[src/rtl/uart_pkg.sv]
// Shared UART definitions: receiver FSM states, frame width and the baud
// divider helper used by both the receiver and the transmitter.
package uart_pkg;

  localparam int unsigned DATA_BITS = 8;

  // Receiver FSM states.
  typedef enum logic [2:0] {
    ST_IDLE  = 3'd0,
    ST_START = 3'd1,
    ST_DATA  = 3'd2,
    ST_STOP  = 3'd3,
    ST_BREAK = 3'd4
  } rx_state_e;

  // System clocks per bit, truncated.
  function automatic int unsigned baud_div(input int unsigned clk_freq,
                                           input int unsigned baud);
    return clk_freq / baud;
  endfunction

endpackage

[src/rtl/uart_rx_sync.sv]
// Two-flop synchroniser for an asynchronous level input that idles high.
// Ports:
//   clk     in  system clock
//   rst_n   in  synchronous active-low reset; both flops reset to 1
//   async_i in  asynchronous input
//   sync_o  out input synchronised to clk
module uart_rx_sync (
  input  logic clk,
  input  logic rst_n,
  input  logic async_i,
  output logic sync_o
);

  logic meta_q;
  logic sync_q;

  always_ff @(posedge clk) begin
    if (!rst_n) begin
      meta_q <= 1'b1;
      sync_q <= 1'b1;
    end else begin
      meta_q <= async_i;
      sync_q <= meta_q;
    end
  end

  assign sync_o = sync_q;

endmodule

[src/rtl/uart_rx.sv]
// UART 8N1 receiver. Samples each bit at mid-bit, presents good bytes with a
// one-cycle strobe and an unread flag, and flags framing errors and overruns.
// Ports:
//   clk          in   system clock
//   rst_n        in   synchronous active-low reset
//   rx           in   asynchronous serial line, idle high
//   rx_ack       in   consumer has taken rx_data; clears rx_ready
//   rx_data      out  last good byte, LSB first on the line
//   rx_valid     out  1-cycle pulse when rx_data updates
//   rx_ready     out  unread byte present
//   rx_frame_err out  1-cycle pulse when the stop bit is sampled low
//   rx_overrun   out  1-cycle pulse when a good byte lands on an unread one
//   rx_busy      out  high whenever the FSM is outside IDLE
module uart_rx
  import uart_pkg::*;
#(
  parameter int unsigned CLK_FREQ  = 100_000_000,
  parameter int unsigned BAUD_RATE = 115200
) (
  input  logic                 clk,
  input  logic                 rst_n,
  input  logic                 rx,
  input  logic                 rx_ack,
  output logic [DATA_BITS-1:0] rx_data,
  output logic                 rx_valid,
  output logic                 rx_ready,
  output logic                 rx_frame_err,
  output logic                 rx_overrun,
  output logic                 rx_busy
);

  localparam int unsigned CNT_W    = 16;
  localparam int unsigned BAUD_DIV = baud_div(CLK_FREQ, BAUD_RATE);
  localparam int unsigned HALF_DIV = BAUD_DIV / 2;
  localparam logic [CNT_W-1:0] BAUD_LAST = CNT_W'(BAUD_DIV - 1);
  localparam logic [CNT_W-1:0] HALF_LAST = CNT_W'(HALF_DIV - 1);
  localparam logic [2:0]       BIT_LAST  = 3'(DATA_BITS - 1);

  // Divider must fit the counter and leave room for a non-zero half bit.
  if (BAUD_DIV > 65535 || BAUD_DIV < 4) begin : g_bad_baud_div
    $error("uart_rx: BAUD_DIV out of range 4..65535");
  end

  logic rx_s;

  uart_rx_sync u_sync (
    .clk    (clk),
    .rst_n  (rst_n),
    .async_i(rx),
    .sync_o (rx_s)
  );

  rx_state_e            state_q,  state_d;
  logic [CNT_W-1:0]     cnt_q,    cnt_d;
  logic [2:0]           bit_idx_q, bit_idx_d;
  logic [DATA_BITS-1:0] shift_q,  shift_d;
  logic [DATA_BITS-1:0] data_q,   data_d;
  logic                 valid_q,  valid_d;
  logic                 ready_q,  ready_d;
  logic                 ferr_q,   ferr_d;
  logic                 ovr_q,    ovr_d;
  logic                 busy_q,   busy_d;

  // Next-state and output logic.
  always_comb begin
    state_d   = state_q;
    cnt_d     = cnt_q + CNT_W'(1);
    bit_idx_d = bit_idx_q;
    shift_d   = shift_q;
    data_d    = data_q;
    valid_d   = 1'b0;
    ferr_d    = 1'b0;
    ovr_d     = 1'b0;
    // A new byte below overrides this clear: the fresh byte is unread.
    ready_d   = rx_ack ? 1'b0 : ready_q;

    unique case (state_q)
      ST_IDLE: begin
        cnt_d = '0;
        if (!rx_s) state_d = ST_START;
      end
      ST_START: begin
        if (cnt_q == HALF_LAST) begin
          cnt_d = '0;
          if (!rx_s) begin
            state_d   = ST_DATA;
            bit_idx_d = 3'd0;
          end else begin
            state_d = ST_IDLE;
          end
        end
      end
      ST_DATA: begin
        if (cnt_q == BAUD_LAST) begin
          cnt_d            = '0;
          shift_d[bit_idx_q] = rx_s;
          bit_idx_d        = bit_idx_q + 3'd1;
          if (bit_idx_q == BIT_LAST) state_d = ST_STOP;
        end
      end
      ST_STOP: begin
        if (cnt_q == BAUD_LAST) begin
          cnt_d = '0;
          if (rx_s) begin
            state_d = ST_IDLE;
            data_d  = shift_q;
            valid_d = 1'b1;
            ovr_d   = ready_q;
            ready_d = 1'b1;
          end else begin
            state_d = ST_BREAK;
            ferr_d  = 1'b1;
          end
        end
      end
      ST_BREAK: begin
        // Hold off until the line recovers so a stuck-low line yields one error.
        cnt_d = '0;
        if (rx_s) state_d = ST_IDLE;
      end
      default: begin
        state_d = ST_IDLE;
        cnt_d   = '0;
      end
    endcase

    busy_d = (state_d != ST_IDLE);
  end

  // State and output registers.
  always_ff @(posedge clk) begin
    if (!rst_n) begin
      state_q   <= ST_IDLE;
      cnt_q     <= '0;
      bit_idx_q <= '0;
      shift_q   <= '0;
      data_q    <= '0;
      valid_q   <= 1'b0;
      ready_q   <= 1'b0;
      ferr_q    <= 1'b0;
      ovr_q     <= 1'b0;
      busy_q    <= 1'b0;
    end else begin
      state_q   <= state_d;
      cnt_q     <= cnt_d;
      bit_idx_q <= bit_idx_d;
      shift_q   <= shift_d;
      data_q    <= data_d;
      valid_q   <= valid_d;
      ready_q   <= ready_d;
      ferr_q    <= ferr_d;
      ovr_q     <= ovr_d;
      busy_q    <= busy_d;
    end
  end

  assign rx_data      = data_q;
  assign rx_valid     = valid_q;
  assign rx_ready     = ready_q;
  assign rx_frame_err = ferr_q;
  assign rx_overrun   = ovr_q;
  assign rx_busy      = busy_q;

endmodule

[config.mk]
export PLATFORM = sky130hd
export DESIGN_NAME = uart_rx
export DESIGN_NICKNAME = d
export VERILOG_FILES = /design/src/rtl/uart_pkg.sv /design/src/rtl/uart_rx_sync.sv /design/src/rtl/uart_rx.sv
export SDC_FILE = /design/constraint.sdc
export NUM_CORES = 1
export LEC_CHECK = 0
export ABC_CLOCK_PERIOD_IN_PS = 2100
export BUFFER_PORTS_ARGS = -buffer_cell sky130_fd_sc_hd__buf_4
export CORE_UTILIZATION = 55
export CTS_BUF_LIST = sky130_fd_sc_hd__clkbuf_8
export DETAILED_ROUTE_END_ITERATION = 12
export MAX_ROUTING_LAYER = met4
export PLACE_DENSITY_LB_ADDON = 0.25
export SYNTH_ARGS = -nofsm -noshare
export SYNTH_HDL_FRONTEND = slang
export SYNTH_SLANG_ARGS = --single-unit
[constraint.sdc]
create_clock -name clk -period 2.1 [get_ports clk]
set_input_delay 0.21 -clock clk [delete_from_list [all_inputs] [get_ports clk]]
set_output_delay 0.21 -clock clk [all_outputs]
set_load 0.02 [all_outputs]
# Word-level counts from Yosys, hierarchy flattened
# Cells that the tools add are included.
# op_classes
addsub,2
n_lt_le_gt_ge,2
eq_ne,10
muxes,25
n_reduce_logical,10
# op_table
cell,count
$mux 16,2
$pmux 16 s2,1
$mux 3,10
$add 16x1->16 const B,1
$eq 16x10->1 const B,1
$eq 16x9->1 const B,1
$pmux 3 s5,1
$bwmux 8,1
$reduce_and 4->1,2
$mux 1,7
$eq 3x2->1 const B,2
$eq 3x3->1 const B,2
$ne 2x2->1 const B,3
$pmux 3 s2,1
$reduce_and 3->1,2
$lt 3x4->1 const B,1
$add 3x1->3 const B,1
$demux 1 s3,1
$eq 3x1->1 const B,1
$ge 3x1->1 const B,1
$logic_not 3->1,1
$reduce_bool 3->1,1
$mux 2,1
$reduce_and 2->1,1
other kinds (3),3
# totals
regBits,45
in_bits,4

# Logic depth before layout (Yosys ltp)
# logic_depth
ltp_word,5
depth_mapped,7

# Cells and area by module
# From an unflattened synthesis, not the netlist that was laid out.
# unflattened
cells_unflattened,229
area_unflattened_um2,2048.2
# modules_own_cells
mod,n_inst,cells_each,area_each_um2
uart_rx,1,225,1995.7
uart_rx_sync,1,4,52.6

# Worst setup path after synthesis
# Ideal clock, no wire load.
# synth_timing
kind,reg2reg
start,register cnt_q[10]
end,register cnt_q[3]
arrival_ps,1878
path_slack_ps,90
stages_incl_launch_ff,6
n_path_buf,1
period_less_slack_ps,2010
cell_sequence,dfxtp_1 or4_4 or4_4 a22oi_4 buf_4 nor3_1
# synth_via
elab_chain_len,3
elab_cells_between_ends,5
cone_classes,2 x eq/ne; 3 x mux
# synth_lines
item,line,rtl
"start, declared",uart_rx.sv:54,"logic [CNT_W-1:0] cnt_q, cnt_d;"
"start signal, assigned",uart_rx.sv:145,cnt_q <= cnt_d;
$eq 16x10->1 or $eq 16x9->1 (tied branches),"uart_rx.sv:94, uart_rx.sv:102, uart_rx.sv:83",
"$mux 16, on equally long branches","uart_rx.sv:94, uart_rx.sv:102, uart_rx.sv:83",
$pmux 16 s2 *,uart_rx.sv:77,unique case (state_q)
# Mark *: on every way between the ends. The rest lies on a longest branch, timed or not.
# A chain may end at the register's enable or synchronous reset.

# Final worst setup path
# layout_timing
start,register cnt_q[14]
end,register state_q[1]
# layout_via
elab_chain_len,3
elab_cells_between_ends,6
cone_classes,2 x eq/ne; 4 x mux
# layout_lines
item,line,rtl
$eq 16x10->1 or $eq 16x9->1 (tied branches),"uart_rx.sv:94, uart_rx.sv:102, uart_rx.sv:83",
"$mux 3, on equally long branches","uart_rx.sv:102, uart_rx.sv:83, uart_rx.sv:94",
$pmux 3 s5 *,uart_rx.sv:77,
"end signal, assigned",uart_rx.sv:144,state_q <= state_d;
"end, declared",uart_rx.sv:53,"rx_state_e state_q, state_d;"
# Marks and branches as above.

==> flow_summary_export.csv <==
group,metric,value,unit
status,status,"completed",
drt,drc,0,
synthesis,ys.flop_type,"dfxtp_1",
drt,totalWireLength,4129,µm
final_layout,final_area,2434,µm²
placed_design,portBuffers,16,
synthesis,yosysSeqAreaShare,44.09,%
final_layout,fin_nets,263,
power_and_ir_drop,leakagePower,1.004,nW
synthesis,synth-simple-area-share,31.23,%
floorplanning,row_count,21,
synthesis,synth_seq_cells,45,
timing,hold_violations,0,
synthesis,synth_top_family_by_area,"simple AND/OR/NAND/NOR gates",
synthesis,synth-compound-area-share,6.369,%
critical_path,crit_arrival,2.30,ns
placed_design,place_area,2316,µm²
timing,max_slew_margin,67.49,%
final_layout,layoutNonFillerInstCount,302,
final_layout,final_cell_mix,"45 x dfxtp_1, 34 x buf_4, 31 x nand2_1, 17 x nor3_1, 16 x mux2i_1",
synthesis,synthMuxAreaShare,7.838,%
drt,drt_iter0_markers,101,
power_and_ir_drop,power_frac_seq,55.2,%
power_and_ir_drop,p_total,0.001563,W
global_route,grt_pass1_vias,1523,
timing,finClkSkew,0.004576,ns
placed_design,gp_congestion,0.8816,
drt,ant_nets,0,
power_and_ir_drop,p_comb_share,3.1,%
floorplanning,ios,17,
clocking,htreeDepth,2,
floorplanning,die_w,62.95,µm
timing,setup_slack,0.03566,ns
timing,post-route-period-util,98.30,%
run,drv_cap,0,
critical_path,worst-r2r-cell-count,4,
drt,vias,1687,
final_layout,drive_above_1_share,19.53,%
clocking,postCtsSetupBuffers,0,
drt,via_per_inst,5.586,
timing,finalSetupTns,0,ns
power_and_ir_drop,peakVddDrop,0.3697,mV
global_route,antenna_found_initial,0,
critical_path,end_kind,"flip-flop",
timing,worst_slew_pin_slew,0.4832,ns
synthesis,synth_fp_nets,231,
worst_hold_path,hold_depth,2,
clocking,numCtsBuffers,5,
power_and_ir_drop,pwr-share-clk,41.7,%
clocking,clock_latency,0.30,ns
global_route,grt_pass1_wl,6989,µm
clocking,cts_tree,"yes",
synthesis,synthArstFlopShare,0,%
global_route,grt_usage,23.34,%
drt,drtPass1Iterations,4,
synthesis,synthAdderAreaFrac,2.449,%
placed_design,dp_cells,294,
final_layout,n_antenna_cell,0,
clocking,clockBufferDepth,2,
clocking,clock_sinks,45,
critical_path,critPathMaxFanout,5,
critical_path,critPathLaunchType,"flip-flop",
global_route,grt_max_degree,31,
power_and_ir_drop,switching_share,21.48,%
synthesis,postSynthAreaPerCell,9.162,µm²
global_route,grt_overflow,0,
synthesis,synth_edf_count,0,
clocking,clkSlewWorstSetupHoldPaths,0.08,ns
synthesis,yosys.area_share.xor_xnor,5.144,%
drt,wl_per_cell,13.67,µm
final_layout,fill_cells,281,
power_and_ir_drop,powerDensity,642.2,nW/µm²
clocking,cts-root-buf,"clkbuf_8",
timing,max_freq,484.4,MHz
power_and_ir_drop,p_switching,0.0003356,W
placed_design,dpl_worst_slack,0.08112,ns
critical_path,critPathKind,"reg -> reg",
floorplanning,die_y,62.95,µm
synthesis,syn-cell-area,2043,µm²
timing,finalSetupViolCount,0,
worst_hold_path,hold_path_class,"in -> reg",
critical_path,worstPathRequired,2.33,ns
floorplanning,die_area,3963,µm²
floorplanning,core_area,3442,µm²
final_layout,syn_to_final_growth,19.11,%
final_layout,final_common_cell,"dfxtp_1",
synthesis,yosysWarnings,0,
placed_design,dpl.hpwl,2784,µm
synthesis,ys_types,43,
timing,timing.final.crit_period,2.064,ns
synthesis,synth_cells,223,
floorplanning,start_util,59.36,%
timing,report.final.slew_viol_count,0,
power_and_ir_drop,p_int,0.001227,W
==> per-layer routing <==
layer	GRT usage, %	wire length [µm]	vias to the layer above
li1	-	-	865
met5	-	0	-
met1	30.94	2090	784
met2	33.47	1818	32
met3	5.474	159	6
met4	10.47	60	0
==> stage by stage <==
step	hold WS (ns)	utilization, %
after CTS	0.07828	70.52
final	0.08761	70.70
after global placement	0.3973	67.28
after floorplan	0.3115	-
after global routing	0.08704	70.70
after detailed placement	0.3967	67.28
==> state kept, by name, summed over array words and instances, names as in the netlist, 3 cells and up <==
name / count
rx_data: 8
cnt_q: 16
shift_q: 8
state_q: 3
bit_idx_q: 3
==> critical path: stages, from the launching register on <==
cell,delay [ns]
dfxtp_1,0.35
or4_1,0.58
or4_4,0.59
or3_1,0.36
a21oi_1,0.12
==> final cells by class <==
type	instances	area [µm²]	area share, %
multi-input cells	164	1090	44.78
inverters	5	18.77	0.7712
clock inverters	3	42.54	1.748
well taps	46	57.56	2.365
repair buffers	34	255.2	10.49
clock buffers	5	68.82	2.828
flip-flops and latches	45	900.9	37.02
==> cell usage after synthesis, types with 2 or more instances <==
cell type	instances	share of area, %
nand4_1	5	1.5
a31oi_1	2	0.61
a21oi_1	4	0.98
ha_1	4	2.4
dfxtp_1	45	44
a211oi_1	2	0.73
nand4b_1	4	1.7
nand2_1	31	5.7
xnor2_1	10	4.3
inv_1	5	0.92
buf_2	2	0.49
nor3_1	17	4.2
nor4_1	6	1.8
buf_1	2	0.37
o21ai_0	3	0.73
nand3_1	7	1.7
mux2i_1	16	7.8
nor2b_1	2	0.61
clkbuf_1	4	0.73
or4_4	2	1.1
or3_1	6	1.8
xor2_1	2	0.86
nand2b_1	9	2.8
and3_1	3	0.92
nor2_1	8	1.5
o22ai_1	5	1.5
==> power groups by stage <==
stage | combinational [W] | sequential, W | clock (W)
after floorplan | 0.0000315 | 0.000882 | 0
after global placement | 0.0000479 | 0.000882 | 0
after detailed placement | 0.0000484 | 0.000882 | 0
after CTS | 0.0000487 | 0.000862 | 0.000660
after global routing | 0.0000538 | 0.000863 | 0.000694
final | 0.0000485 | 0.000862 | 0.000652
==> kinds of logic after synthesis <==
kind of cell / Yosys count
simple gates: 113
fa+ha+maj: 4
flops: 45
compound gates: 19
xor+xnor: 12
buf+inv: 14
mux: 16
==> timing repair <==
action                                  in CTS  in global routing
hold endpoints to repair                     0                  0
hold buffers                                 0                  0
endpoints found under the setup margin       0                  9
gates resized for setup                      0                  1
==> final timing paths <==
check / slack, ns / to / start
max: 0.04 / state_q[1]$_SDFF_PN0_ / cnt_q[14]$_SDFF_PN0_
max reg2reg: 0.04 / state_q[1]$_SDFF_PN0_ / cnt_q[14]$_SDFF_PN0_
min reg2reg: 0.42 / u_sync.sync_o$_SDFF_PN1_ / u_sync.meta_q$_SDFF_PN1_
min: 0.09 / u_sync.meta_q$_SDFF_PN1_ / rx
Note: power is estimated with default switching activity, not from simulation.
